`src/rtl/tlc_pkg.sv`:
```
// Shared encodings for the multi-way traffic controller.
// Light and phase codes plus elaboration-time parameter checks.
`ifndef TLC_PKG_SV
`define TLC_PKG_SV

// Elaboration-time legality check; expands to a named generate block.
`define TLC_PARAM_CHECK(lbl, cond, msg) \
  if (!(cond)) begin : lbl \
    $error(msg); \
  end

package tlc_pkg;

  localparam logic [1:0] RED    = 2'd0;
  localparam logic [1:0] YELLOW = 2'd1;
  localparam logic [1:0] GREEN  = 2'd2;

  localparam logic [1:0] GREEN_PH  = 2'd0;
  localparam logic [1:0] YELLOW_PH = 2'd1;
  localparam logic [1:0] ALLRED_PH = 2'd2;

endpackage

`endif

```
`src/rtl/tlc_rr_select.sv`:
```
// Round-robin finder: first pending way after active_way, wrapping.
// Ports: pending/active_way in; valid/next_way out (falls back to way 0).
module tlc_rr_select #(
  parameter int NUM_WAYS = 4
) (
  input  logic [NUM_WAYS-1:0]         pending,
  input  logic [$clog2(NUM_WAYS)-1:0] active_way,
  output logic                        valid,
  output logic [$clog2(NUM_WAYS)-1:0] next_way
);

  localparam int AW = $clog2(NUM_WAYS);

  int w_best;
  int w_dist;

  // Pick the pending way with the smallest forward distance
  // from active_way; active_way itself is never pending.
  always_comb begin
    w_best   = NUM_WAYS;
    w_dist   = 0;
    next_way = '0;
    for (int i = 0; i < NUM_WAYS; i++) begin
      if (pending[i]) begin
        if (i > int'(active_way))
          w_dist = i - int'(active_way);
        else
          w_dist = i + NUM_WAYS - int'(active_way);
        if (w_dist < w_best) begin
          w_best   = w_dist;
          next_way = AW'(i);
        end
      end
    end
    valid = (w_best < NUM_WAYS) || (active_way != '0);
  end

endmodule

```
`src/rtl/multi_way_traffic_controller.sv`:
```
// N-approach round-robin intersection controller with min/max green.
// Ports: clock, reset, req[N] in; light[2N], active_way, phase, green_start out.
module multi_way_traffic_controller
  import tlc_pkg::*;
#(
  parameter int NUM_WAYS    = 4,
  parameter int CNT_W       = 8,
  parameter int GREEN_MIN   = 5,
  parameter int GREEN_MAX   = 20,
  parameter int YELLOW_TIME = 3,
  parameter int ALLRED_TIME = 2
) (
  input  logic                        clock,
  input  logic                        reset,
  input  logic [NUM_WAYS-1:0]         req,
  output logic [2*NUM_WAYS-1:0]       light,
  output logic [$clog2(NUM_WAYS)-1:0] active_way,
  output logic [1:0]                  phase,
  output logic                        green_start
);

  localparam int AW = $clog2(NUM_WAYS);
  localparam int LIM = 1 << CNT_W;

  `TLC_PARAM_CHECK(g_chk_ways,
    (NUM_WAYS >= 2) && (NUM_WAYS <= 16), "NUM_WAYS must be 2..16")
  `TLC_PARAM_CHECK(g_chk_gmin,
    (GREEN_MIN >= 1) && (GREEN_MIN < LIM), "GREEN_MIN out of range")
  `TLC_PARAM_CHECK(g_chk_gmax,
    (GREEN_MAX >= GREEN_MIN) && (GREEN_MAX < LIM), "GREEN_MAX out of range")
  `TLC_PARAM_CHECK(g_chk_yel,
    (YELLOW_TIME >= 1) && (YELLOW_TIME < LIM), "YELLOW_TIME out of range")
  `TLC_PARAM_CHECK(g_chk_red,
    (ALLRED_TIME >= 1) && (ALLRED_TIME < LIM), "ALLRED_TIME out of range")

  localparam logic [CNT_W-1:0] L_GMIN = CNT_W'(GREEN_MIN - 1);
  localparam logic [CNT_W-1:0] L_GMAX = CNT_W'(GREEN_MAX - 1);
  localparam logic [CNT_W-1:0] L_YEL  = CNT_W'(YELLOW_TIME - 1);
  localparam logic [CNT_W-1:0] L_RED  = CNT_W'(ALLRED_TIME - 1);

  logic [1:0]          r_phase;
  logic [AW-1:0]       r_active;
  logic [AW-1:0]       r_target;
  logic [CNT_W-1:0]    r_timer;
  logic                r_gs;

  logic [NUM_WAYS-1:0] w_pending;
  logic                w_valid;
  logic [AW-1:0]       w_next;
  logic                w_green_exit;
  logic                w_yel_done;
  logic                w_red_done;
  logic [CNT_W-1:0]    w_timer_inc;

  assign w_pending = req & ~(NUM_WAYS'(1) << r_active);

  tlc_rr_select #(
    .NUM_WAYS(NUM_WAYS)
  ) u_rr (
    .pending   (w_pending),
    .active_way(r_active),
    .valid     (w_valid),
    .next_way  (w_next)
  );

  // A dropped request only ends green once another way is selectable;
  // an idle way 0 therefore holds green forever.
  assign w_green_exit = (r_phase == GREEN_PH) &&
                        (r_timer >= L_GMIN) && w_valid &&
                        (!req[r_active] || (r_timer >= L_GMAX));
  assign w_yel_done = (r_phase == YELLOW_PH) && (r_timer == L_YEL);
  assign w_red_done = (r_phase == ALLRED_PH) && (r_timer == L_RED);

  assign w_timer_inc = (&r_timer) ? r_timer : r_timer + CNT_W'(1);

  always_ff @(posedge clock or posedge reset) begin
    if (reset) begin
      r_phase  <= GREEN_PH;
      r_active <= '0;
      r_target <= '0;
      r_timer  <= '0;
      r_gs     <= 1'b0;
    end else begin
      r_gs <= w_red_done;
      unique case (1'b1)
        w_green_exit: begin
          r_target <= w_next;
          r_phase  <= YELLOW_PH;
          r_timer  <= '0;
        end
        w_yel_done: begin
          r_phase <= ALLRED_PH;
          r_timer <= '0;
        end
        w_red_done: begin
          r_phase  <= GREEN_PH;
          r_active <= r_target;
          r_timer  <= '0;
        end
        default: r_timer <= w_timer_inc;
      endcase
    end
  end

  always_comb begin
    light = '0;
    for (int i = 0; i < NUM_WAYS; i++) begin
      if (AW'(i) == r_active) begin
        if (r_phase == GREEN_PH)
          light[2*i +: 2] = GREEN;
        else if (r_phase == YELLOW_PH)
          light[2*i +: 2] = YELLOW;
        else
          light[2*i +: 2] = RED;
      end
    end
  end

  assign active_way  = r_active;
  assign phase       = r_phase;
  assign green_start = r_gs;

endmodule
```
`config.mk`:
```
export PLATFORM = sky130hd
export DESIGN_NAME = multi_way_traffic_controller
export DESIGN_NICKNAME = d
export VERILOG_FILES = /design/src/rtl/tlc_pkg.sv /design/src/rtl/tlc_rr_select.sv /design/src/rtl/multi_way_traffic_controller.sv
export SDC_FILE = /design/constraint.sdc
export NUM_CORES = 1
export LEC_CHECK = 0
export ABC_AREA = 0
export BUFFER_PORTS_ARGS = -buffer_cell sky130_fd_sc_hd__buf_2
export CAP_MARGIN = 20
export CORE_ASPECT_RATIO = 1.2
export CORE_MARGIN = 5
export CORE_UTILIZATION = 40
export DETAILED_ROUTE_END_ITERATION = 10
export GPL_TIMING_DRIVEN = 0
export PLACE_DENSITY = 0.61
export SLEW_MARGIN = 0
export SYNTH_ARGS = -nofsm -noshare
export SYNTH_HDL_FRONTEND = slang
export SYNTH_HIERARCHICAL = 1
export SYNTH_SLANG_ARGS = --single-unit
```
`constraint.sdc`:
```
create_clock -name clock -period 7.7 [get_ports clock]
set_clock_uncertainty 0.05 [all_clocks]
set_input_delay 0.385 -clock clock [delete_from_list [all_inputs] [get_ports clock]]
set_output_delay 0.385 -clock clock [all_outputs]
set_load 0.01 [all_outputs]
```
* After elaboration in Yosys (flattened, before gate mapping)
Cells that the tools add are included.
Word-level totals: bits in registers 15, output and inout port bits 13, word-level logic and storage cells 81
Operators by class: add/subtract/negate cells 8, $lt $le $gt $ge 11, equal/unequal tests 8, shift-type cells 1, multiplexer cells 32, bitwise gates (word level) 2, reduce and logical (&&, ||, !) cells 14
Operators with widths (number):
- $mux W32 | 15
- $lt A32 B32 Y1 | 3
- $lt A32 B4 Y1 const B | 2
- $mux W2 | 10
- $mux W8 | 2
- $sub A3 B2 Y4 const A | 4
- $add A8 B1 Y8 const B | 1
- $eq A8 B1 Y1 const B | 1
- $eq A8 B2 Y1 const B | 1
- $ge A8 B3 Y1 const B | 1
- $ge A8 B5 Y1 const B | 1
- $reduce_and A8 Y1 | 1
- $pmux W2 S3 | 1
- $sub A2 B2 Y3 const A | 2
- $logic_and A1 B1 Y1 | 5
- $and A4 B4 Y4 | 1
- $eq A2 B2 Y1 const A | 2
- $gt A2 B2 Y1 const A | 2
- $logic_not A2 Y1 | 2
- $not A4 Y4 | 1
- $shl A1 B2 Y4 const A | 1
- $lt A2 B3 Y1 const B | 1
- $mux W1 | 3
- $reduce_bool A3 Y1 | 1
- 11 further kinds | 12

* Depth between registers and ports, before layout
Gate-level depths: netlist of run 1.
word-level depth 22, mapped depth 22, gate-level depth less buffers 21

* Cells and area by module
Netlist of run 1, hierarchy kept.
By module, submodules not included:
- multi_way_traffic_controller | times used 1, cells an instance 102, area an instance 943.4 um^2, sequential area each 375.4 um^2
- tlc_rr_select | times used 1, cells an instance 53, area an instance 426.7 um^2, sequential area each 0.0 um^2

* Worst setup path after synthesis of run 1
Ideal clock, no wire load.
kind reg-to-reg, start register r_active[1], in the netlist active_way[1], end register r_target[0], setup time 125 ps, data arrival time 4416 ps, required time 7525 ps, setup slack 3109 ps, stages on the path, launching flop included 23, clock period less this slack 4591 ps, path through dfrtp_1 clkbuf_1 o21a_1 nand2_2 a21boi_0 a32oi_1 inv_1 ha_1 or4b_1 o21ai_2 a32oi_4 nand2_1 o21ai_0 ha_1 nor2b_1 o21ai_0 nand3b_1 a211oi_1 a2111o_1 inv_1 a2111o_1 nor2_8 mux2_4
On the way: elaborated cells on any way between the ends 47, classes of those cells 7 x add/sub; 8 x order compare; 1 x shift; 23 x mux; 2 x bitwise; 6 x reduce/logical
RTL lines:
- from (decl) | RTL line multi_way_traffic_controller.sv:42 | logic [AW-1:0] r_active;
- from (signal assigned) | RTL line multi_way_traffic_controller.sv:97 | r_active <= r_target;
- $shl A1 B2 Y4 * | RTL line multi_way_traffic_controller.sv:55 | assign w_pending = req & ~(NUM_WAYS'(1) << r_active);
- $not A4 Y4 * | RTL line multi_way_traffic_controller.sv:55
- $and A4 B4 Y4 * | RTL line multi_way_traffic_controller.sv:55
- via w_pending[0] | RTL line multi_way_traffic_controller.sv:47 | logic [NUM_WAYS-1:0] w_pending;
- $mux W32 * | RTL line tlc_rr_select.sv:24 | if (pending[i]) begin
- $lt A32 B32 Y1 | RTL line tlc_rr_select.sv:29 | if (w_dist < w_best) begin
- $mux W32 | RTL line tlc_rr_select.sv:29
- $mux W32 * | RTL line tlc_rr_select.sv:24
- (+2 left out)
- $mux W32 * | RTL line tlc_rr_select.sv:24
- $lt A32 B32 Y1 | RTL line tlc_rr_select.sv:29
- $mux W32 | RTL line tlc_rr_select.sv:29
- $mux W32 * | RTL line tlc_rr_select.sv:24
- $lt A32 B4 Y1 * | RTL line tlc_rr_select.sv:35 | valid = (w_best < NUM_WAYS) || (active_way != '0);
- $logic_or A1 B1 Y1 * | RTL line tlc_rr_select.sv:35
- via w_valid | RTL line multi_way_traffic_controller.sv:48 | logic w_valid;
- $logic_and A1 B1 Y1 * (2 in a row) | RTL line multi_way_traffic_controller.sv:69 | (r_timer >= L_GMIN) && w_valid &&
- to (signal assigned) | RTL line multi_way_traffic_controller.sv:87 | r_target <= w_next;
- to (decl) | RTL line multi_way_traffic_controller.sv:43 | logic [AW-1:0] r_target;
Mark *: on every way through the listed nets, which the timed path passes. The rest lies on a longest branch. The select of a mux whose other input is x is not followed. A chain may end at the register's enable or synchronous reset.

* Worst setup path in the final report of run 1
Ends and elaborated chain as after synthesis.

==> flow_summary.ini, run 1 <==
[status]
status = finished clean

[clock_tree]
cts_sinks = 15
cts_setup_buffers = 0
ctsResizeCount = 0
ctsHoldBuffers = 0
cts_buffer_depth = 2
cts_tree = yes
clk_root_buffer_cell = clkbuf_8
cts_htree_levels = 1
clk_latency_ns = 0.24
cts_inserted_buffers = 3
cts.clk_slew.worst_paths_ns = 0.06

[placed_design]
place_area_sq_um = 1510
portBuffers = 18
dp_hpwl_mm = 2.42
gp_congestion = 0.817

[logic_synthesis]
synth_edf_count = 0
synth_cell_types = 45
synth_area_sq_um = 1370
synth_most_common_cell = ha_1
synthFlopType = dfrtp_1
syn_inst = 155
synth_area_leaders = dfrtp_1, ha_1, nor2_1, inv_1, nor3_1
synthArstFlopShare_pct = 100
yosysSeqAreaShare_pct = 27.4
synth_top_area_share_pct = 27.4
yosys.area.top_type = dfrtp_1
synth-seq-cells = 15
syn-num-nets = 178
yosys_warnings = 6
synthTopCellsByCount = ha_1, nor2_1, dfrtp_1, inv_1, nor3_1
synth.avg_cell_area_sq_um = 8.84

[setup_path]
cp-end-kind = register
critPathLaunchType = register
timing.rr.start = active_way[1]$_DFFE_PP0P_
reg2regPathDepth = 21
worstPathArrival_ns = 5.31
r2r-end = r_target[0]$_DFFE_PP0P_
required_ns = 7.78
reg2reg_slack_ns = 2.47
worst-setup-path-type = register to register
critPathMaxFanout = 12

[layout]
antenna_cells = 0
layout-drive-gt1-share_pct = 19.8
final-seq-area_sq_um = 375
nNetsFinal = 201
multi_input_area_sq_um = 906
syn_to_final_growth_pct = 13.2
fin_area_sq_um = 1550
nFillCells = 348

[routing]
route.detailed.drc = 0
via_per_inst = 5.56
postRouteAntennaNets = 0
dr.pass1.iters = 4
drt_iter0_markers = 62
dr_wl_met3_microns = 55
route.met2.wl_mm = 1.67
wl_per_cell_microns = 14.2
highest_layer = met4
drt-met1-wl_mm = 1.26
routed_wl_mm = 3.04
vias = 1189

[floorplan]
start_util_pct = 41.0
fp.coreArea_sq_um = 3340
io_pins = 19
rows = 23
die_height_microns = 74.1
die_w_microns = 63.4
dieArea_sq_um = 4700

[flow_run]
maxCapViolations = 0

[sta]
setup_tns_ns = 0
setup_viol = 0
max_freq_mhz = 191
worstMarginPinSlew_ns = 0.734
max_slew_margin_pct = 50.7
period_minus_slack_ns = 5.23
hold_violations = 0
fin_crit_sh_pct = 67.9
slew_violations = 0
rsz0062_at_grt = false

[global_route]
grt_pass1_vias = 1159
grt_pass1_wl_mm = 5.24
grt_start_max_net_pins = 16
grt_use_total_pct = 13.8
overflow = 0
antenna_found_initial = 0

[power_and_ir_drop]
leakage_nw = 0.744
ir_worst_vdd_uv = 218
p_per_area_nw_per_um2 = 415

[min_path]
hold_class = input pin to asynchronous set/reset pin
critical path, stage by stage, from the launching register on:
cell and delay, ns:
dfrtp_1 0.60, clkbuf_1 0.37, o21a_1 0.32, nand2_2 0.09, a21boi_0 0.16, a32oi_1 0.22, inv_1 0.07, ha_1 0.26
or4b_1 0.48, o21ai_2 0.10, a32oi_4 0.11, o21ai_0 0.28, ha_1 0.29, nor2b_1 0.13, o21ai_0 0.15, nand3b_1 0.11
a211oi_1 0.24, a2111o_1 0.16, inv_1 0.05, a2111o_1 0.37, nor2_8 0.19, mux2_4 0.31
cells in the final DEF, fill, tap and decap left out, drive strengths merged, types with 2 or more instances in the layout:
master | synthesis | layout
buf | 3 | 21
ha | 17 | 17
nor2 | 17 | 17
inv | 15 | 15
dfrtp | 15 | 15
nor3 | 11 | 11
nand2 | 9 | 9
o21ai | 8 | 8
nand3 | 7 | 7
clkbuf | 3 | 7
mux2 | 4 | 4
mux2i | 3 | 3
a211oi | 3 | 3
nand2b | 3 | 3
a21boi | 3 | 3
a21oi | 3 | 3
and3b | 2 | 2
a2111o | 2 | 2
a21o | 2 | 2
nand4 | 2 | 2
and2 | 2 | 2
o21a | 2 | 2
a31oi | 2 | 2
nor2b | 2 | 2
and3 | 2 | 2
a32oi | 2 | 2
through the flow:
stage	util, %	cells	hold slack [ns]	total power [mW]	setup slack (ns)
floorplan	-	155	0.236	0.477	3.11
global placement	45.1	210	0.413	0.561	2.55
detailed placement	45.1	210	0.425	0.583	2.47
CTS	46.5	214	0.157	0.649	2.45
global route	46.5	214	0.186	0.711	2.10
finish	46.5	214	0.130	0.644	2.47
cells by family after synthesis:
logic type      after synthesis  synth area share [%]
compound gates               30                  16.7
mux                           8                  7.67
xor+xnor                      1                 0.639
flops                        15                  27.4
buf+inv                      21                  6.48
simple gates                 63                  25.6
fa+ha+maj                    17                  15.5
layer usage:
| layer | up-vias | GRT usage [%] |
|---|---|---|
| li1 | 592 | - |
| met1 | 568 | 15.4 |
| met2 | 24 | 26.9 |
| met3 | 5 | 1.36 |
| met4 | 0 | 4.85 |
| met5 | - | 0 |
worst max-delay path by stage:
stage                                    from                 endpoint  slack [ns]  cells past startpoint
floorplan           active_way[1]$_DFFE_PP0P_  r_target[0]$_DFFE_PP0P_        3.11                     22
global placement    active_way[1]$_DFFE_PP0P_  r_target[1]$_DFFE_PP0P_        2.55                     21
detailed placement  active_way[1]$_DFFE_PP0P_  r_target[1]$_DFFE_PP0P_        2.47                     21
CTS                 active_way[1]$_DFFE_PP0P_  r_target[1]$_DFFE_PP0P_        2.45                     21
global route        active_way[1]$_DFFE_PP0P_  r_target[0]$_DFFE_PP0P_        2.10                     21
finish              active_way[1]$_DFFE_PP0P_  r_target[0]$_DFFE_PP0P_        2.47                     21
layout make-up:
class / instances / area share (%)
Clock buffer: 4 / 2.90
Buffer: 6 / 2.10
Tap cell: 37 / 2.98
Sequential cell: 15 / 24.2
Multi-Input combinational cell: 119 / 58.4
Timing Repair Buffer: 18 / 5.81
Inverter: 15 / 3.63
flip-flops by register name (all words and copies together), names as in the netlist:
name,flops
active_way,2
phase,2
r_target,2
r_timer,8
green_start,1
report_power, final:
part           internal (mW)  leakage, nW  switching (mW)
Combinational          0.186        0.530           0.246
Sequential             0.110        0.191          0.0380
Clock                 0.0366       0.0228          0.0267
No activity file was read; power rests on OpenSTA's default activity.
==> run 2, diff against run 1 <==
ABC_AREA = 1   (was 0)
clock period = 5.45 ns   (was 7.7 ns; I/O delays follow)
==> run 2 against run 1 <==
Compared with the run above: die area is 1.5% higher; sequential cell count is the same; register-to-register slack lost 0.99 ns; final cell count grew 21%; via count grew 2.4%; global-route usage is 0.84 points lower; count of clock-buffer cells in the layout down 1; critical endpoint is now r_timer[5]$_DFFE_PP0P_; largest cell class unchanged; largest power group unchanged; highest routed layer unchanged.
==> flow_summary.ini, run 2 <==
[setup_path]
reg2reg_slack_ns = 1.48
cp-end-kind = register
worstSetupStartpoint = active_way[1]$_DFFE_PP0P_
worst-setup-path-type = register to register
critPathMaxFanout = 15
required_ns = 5.54
critPathLaunchType = register
worstPathArrival_ns = 4.05
timing.rr.start = active_way[1]$_DFFE_PP0P_

[flow_run]
maxCapViolations = 0

[routing]
postRouteAntennaNets = 0
drt_iter0_markers = 49
wl_per_cell_microns = 10.9
route.detailed.drc = 0
dr.pass1.iters = 4
via_per_inst = 4.72
vias = 1217
routed_wl_mm = 2.81

[layout]
antenna_cells = 0
syn_to_final_growth_pct = 13.1
nNetsFinal = 245
regMostFlops = r_timer
fin_area_sq_um = 1580
layout-drive-gt1-share_pct = 22.2
final-seq-area_sq_um = 375
nFillCells = 354
mostFrequentLayoutCells = nand2_1, inv_1, nor2_1
multi_input_area_sq_um = 895
largest_reg_flops = 8
layout_commonest_cell = nand2_1

[logic_synthesis]
synth_cell_types = 28
synth-seq-cells = 15
synth_area_sq_um = 1390
synth_edf_count = 0
synthTopCellsByCount = nand2_1, inv_1, nor2_1
synth.avg_cell_area_sq_um = 7.00
yosysSeqAreaShare_pct = 26.9
yosys_warnings = 6
synth_top_area_share_pct = 26.9
synthArstFlopShare_pct = 100
synthFlopType = dfrtp_1
syn-num-nets = 222
synth_most_common_cell = nand2_1
synth_area_leaders = dfrtp_1, ha_1, nand2_1, inv_1, nor2_1
syn_inst = 199
yosys.area.top_type = dfrtp_1

[clock_tree]
cts_tree = yes
cts_buffer_depth = 2
cts_sinks = 15
cts.clk_slew.worst_paths_ns = 0.06
ctsResizeCount = 0
clk_root_buffer_cell = clkbuf_8
cts_setup_buffers = 0
cts_inserted_buffers = 3
clk_latency_ns = 0.25
cts_htree_levels = 1
ctsHoldBuffers = 0

[floorplan]
fp.coreArea_sq_um = 3370
start_util_pct = 41.4
io_pins = 19
rows = 23
die_height_microns = 74.7
die_w_microns = 63.9
dieArea_sq_um = 4770

[sta]
worstMarginPinSlew_ns = 0.626
rsz0062_at_grt = false
slew_violations = 0
setup_viol = 0
whs_ns = 0.0202
period_minus_slack_ns = 3.97
hold_violations = 0
max_slew_margin_pct = 57.9
setup_tns_ns = 0
fin_ws_ns = 1.48
max_freq_mhz = 252
fin_crit_sh_pct = 72.8

[global_route]
grt_use_total_pct = 12.9
grt_pass1_vias = 1230
overflow = 0
antenna_found_initial = 0
grt_start_max_net_pins = 16
grt_pass1_wl_mm = 5.08

[placed_design]
dp_hpwl_mm = 2.28
dp_slack_ns = 1.54
portBuffers = 18
place_area_sq_um = 1530
gp_congestion = 0.805

[power_and_ir_drop]
ir_worst_vdd_uv = 275
leakage_nw = 0.877
p_per_area_nw_per_um2 = 461
power_mw = 0.726

[min_path]
hold_class = input pin to asynchronous set/reset pin

[status]
status = finished clean
## run 2: worst paths after layout
check / endpoint / cells past startpoint
worst min register to register: r_target[1]$_DFFE_PP0P_ / 2
min in group clock: r_target[1]$_DFFE_PP0P_ / 2
worst min-delay path: r_timer[7]$_DFFE_PP0P_ / 2
worst max-delay path: r_timer[5]$_DFFE_PP0P_ / 21
max in group asynchronous: r_timer[3]$_DFFE_PP0P_ / 2
worst max register to register: r_timer[5]$_DFFE_PP0P_ / 21
## run 2: critical path, stage by stage, from the launching register on
cell and delay [ns]:
dfrtp_1 0.67, inv_1 0.18, a21boi_0 0.54, nand3_1 0.18, nand3_1 0.15, o21ai_0 0.13, ha_1 0.20, nor3_1 0.17
nand2_1 0.08, nand2_2 0.07, nand2_4 0.07, nand2_1 0.08, o21ai_1 0.12, ha_1 0.22, nor3b_2 0.23, nand3_1 0.13
nand3_2 0.09, nand3_1 0.07, inv_1 0.13, nand2_4 0.09, nand2_4 0.13, nor2_1 0.06
## run 2: report_power, final
part	total (mW)	internal (mW)	switching, mW
combinational	0.432	0.161	0.271
clock	0.0916	0.0506	0.0410
sequential	0.203	0.151	0.0516
total	0.726	0.363	0.364
## run 2: cell families after synthesis
kind of cell	Yosys count	synth area share, %
fa+ha+maj	17	15.3
mux	1	0.718
compound gates	14	6.10
buf+inv	33	8.89
flops	15	26.9
simple gates	118	41.5
xor+xnor	1	0.628
## run 2: layer usage
layer | vias up | GRT usage [%] | part of all wire [%]
met2 | 14 | 24.6 | 51
met1 | 536 | 14.8 | 46
met3 | 4 | 1.79 | 1.9
met4 | 0 | 4.16 | 1.5
met5 | - | 0 | 0
li1 | 663 | - | -
## run 2: metrics by stage
step | utilization, % | instances
final | 46.8 | 258
after global routing | 46.8 | 258
after CTS | 46.8 | 258
after detailed placement | 45.4 | 254
after global placement | 45.4 | 254
after floorplan | - | 199
## run 2: area by class of cell
type,instances,share of cell area (%)
Tap cell,37,2.94
Timing Repair Buffer,18,5.71
Clock inverter,1,0.317
Sequential cell,15,23.8
Clock buffer,3,2.62
Multi-Input combinational cell,151,56.7
Inverter,33,7.86
==> run 3, diff against run 2 <==
PLACE_DENSITY = 0.63   (was 0.61)
clock period = 3.34 ns   (was 5.45 ns; I/O delays follow)
==> run 3 against run 2 <==
Compared with the run above: core utilization rose by 6.6 points; critical path depth is 5 higher; critical path type unchanged; global-route usage up 1.3 points; via count up 8.1%.
==> flow_summary.ini, run 3 (synthesized netlist as in run 2, its figures left out) <==
[status]
status = finished clean

[sta]
max_slew_margin_pct = 62.3
fin_crit_sh_pct = 93.5
hold_violations = 0
fin_ws_ns = 0.216
max_freq_mhz = 320
slew_violations = 0
setup_viol = 0
setup_tns_ns = 0
worstMarginPinSlew_ns = 0.565
period_minus_slack_ns = 3.12
whs_ns = 0.393

[placed_design]
portBuffers = 18
dp_slack_ns = -0.403
gp_congestion = 0.859
place_area_sq_um = 1530
dp_hpwl_mm = 2.30

[global_route]
overflow = 0
grt_use_total_pct = 14.3
grt_start_max_net_pins = 16
antenna_found_initial = 0
grt_pass1_vias = 1277
grt_pass1_wl_mm = 5.50

[setup_path]
path_buf_inv = 2
reg2reg_slack_ns = 0.22
critPathMaxFanout = 8
cp_num_cells = 26
crit_family = simple AND/OR/NAND/NOR gates
reg2regPathDepth = 26
worst-setup-path-type = register to register
slowest_delay_ns = 0.48
worstPathArrival_ns = 3.25
cp-end-kind = register
critPathLaunchType = register
required_ns = 3.47
cp_common_cell = nand2_1
cp_slowest_cell = dfrtp_2

[flow_run]
maxCapViolations = 0

[layout]
fin_area_sq_um = 1800
mostFrequentLayoutCells = nand2_1, inv_1, nor2_1
syn_to_final_growth_pct = 29.0
multi_input_area_sq_um = 961
nNetsFinal = 264
largest_reg_flops = 8
nFillCells = 332
final-seq-area_sq_um = 378
antenna_cells = 0
regMostFlops = r_timer
layout_commonest_cell = nand2_1
layout-drive-gt1-share_pct = 35.0

[routing]
postRouteAntennaNets = 0
routed_wl_mm = 3.16
vias = 1315
via_per_inst = 4.75
dr.pass1.iters = 4
drt_iter0_markers = 67
wl_per_cell_microns = 11.4
route.detailed.drc = 0

[clock_tree]
cts_htree_levels = 1
cts_tree = yes
cts_buffer_depth = 2
cts_sinks = 15
clk_root_buffer_cell = clkbuf_8
cts.clk_slew.worst_paths_ns = 0.06
clk_latency_ns = 0.25
cts_inserted_buffers = 3

[power_and_ir_drop]
leakage_nw = 0.981
p_per_area_nw_per_um2 = 766
ir_worst_vdd_uv = 463

[floorplan]
io_pins = 19
die_height_microns = 74.7
die_w_microns = 63.9
start_util_pct = 41.4
dieArea_sq_um = 4770
rows = 23
fp.coreArea_sq_um = 3370

[min_path]
hold_class = input pin to register
min_path_cells = 8
run 3: area by class of cell:
cell class / count / area share [%]
multi-input cells: 151 / 53.4
flip-flops and latches: 15 / 21.0
repair buffers: 37 / 13.3
inverters: 33 / 7.17
well taps: 37 / 2.57
clock buffers: 4 / 2.51
run 3: path summary, 6_finish.rpt:
check | from | to
worst max register to register | active_way[0]$_DFFE_PP0P_ | r_timer[4]$_DFFE_PP0P_
max in group asynchronous | reset | active_way[1]$_DFFE_PP0P_
min in group asynchronous | reset | r_timer[7]$_DFFE_PP0P_
worst max-delay path | active_way[0]$_DFFE_PP0P_ | r_timer[4]$_DFFE_PP0P_
worst min register to register | r_target[0]$_DFFE_PP0P_ | r_target[0]$_DFFE_PP0P_
worst min-delay path | req[0] | r_target[1]$_DFFE_PP0P_
run 3: worst min-delay path, cell delays in order:
cell and delay [ns]:
buf_2 0.09, nand2_1 0.05, nand2_1 0.05, nand2_1 0.04, nand2_1 0.06, nand2_2 0.08
nand3_1 0.07, nand2_1 0.05
run 3: through the flow:
step	utilization, %	power (mW)	std cells
after floorplan	-	0.881	199
after global placement	45.4	1.04	254
after detailed placement	45.4	1.05	254
after CTS	48.6	1.24	264
after global routing	53.4	1.53	277
final	53.4	1.38	277
run 3: power by group:
| part | switching, mW | internal (mW) | total, mW |
|---|---|---|---|
| sequential | 0.0801 | 0.248 | 0.328 |
| combinational | 0.522 | 0.378 | 0.900 |
| clock | 0.0648 | 0.0845 | 0.149 |
run 3: what timing repair did:
action,4_1_cts,5_1_grt
pin swaps,0,13
gates resized for setup,5,21
buffers inserted,5,13
hold buffers,1,0
endpoints found under the setup margin,12,12
cloned,0,0
hold endpoints to repair,15,0
run 3: metal layers:
metal  vias up  GRT usage, %  routed length, microns
met3         6          1.64                      55
met1       590          16.0                    1280
met2        21          27.0                    1770
li1        698             -                       -
met4         0          6.24                      62
met5         -             0                       0
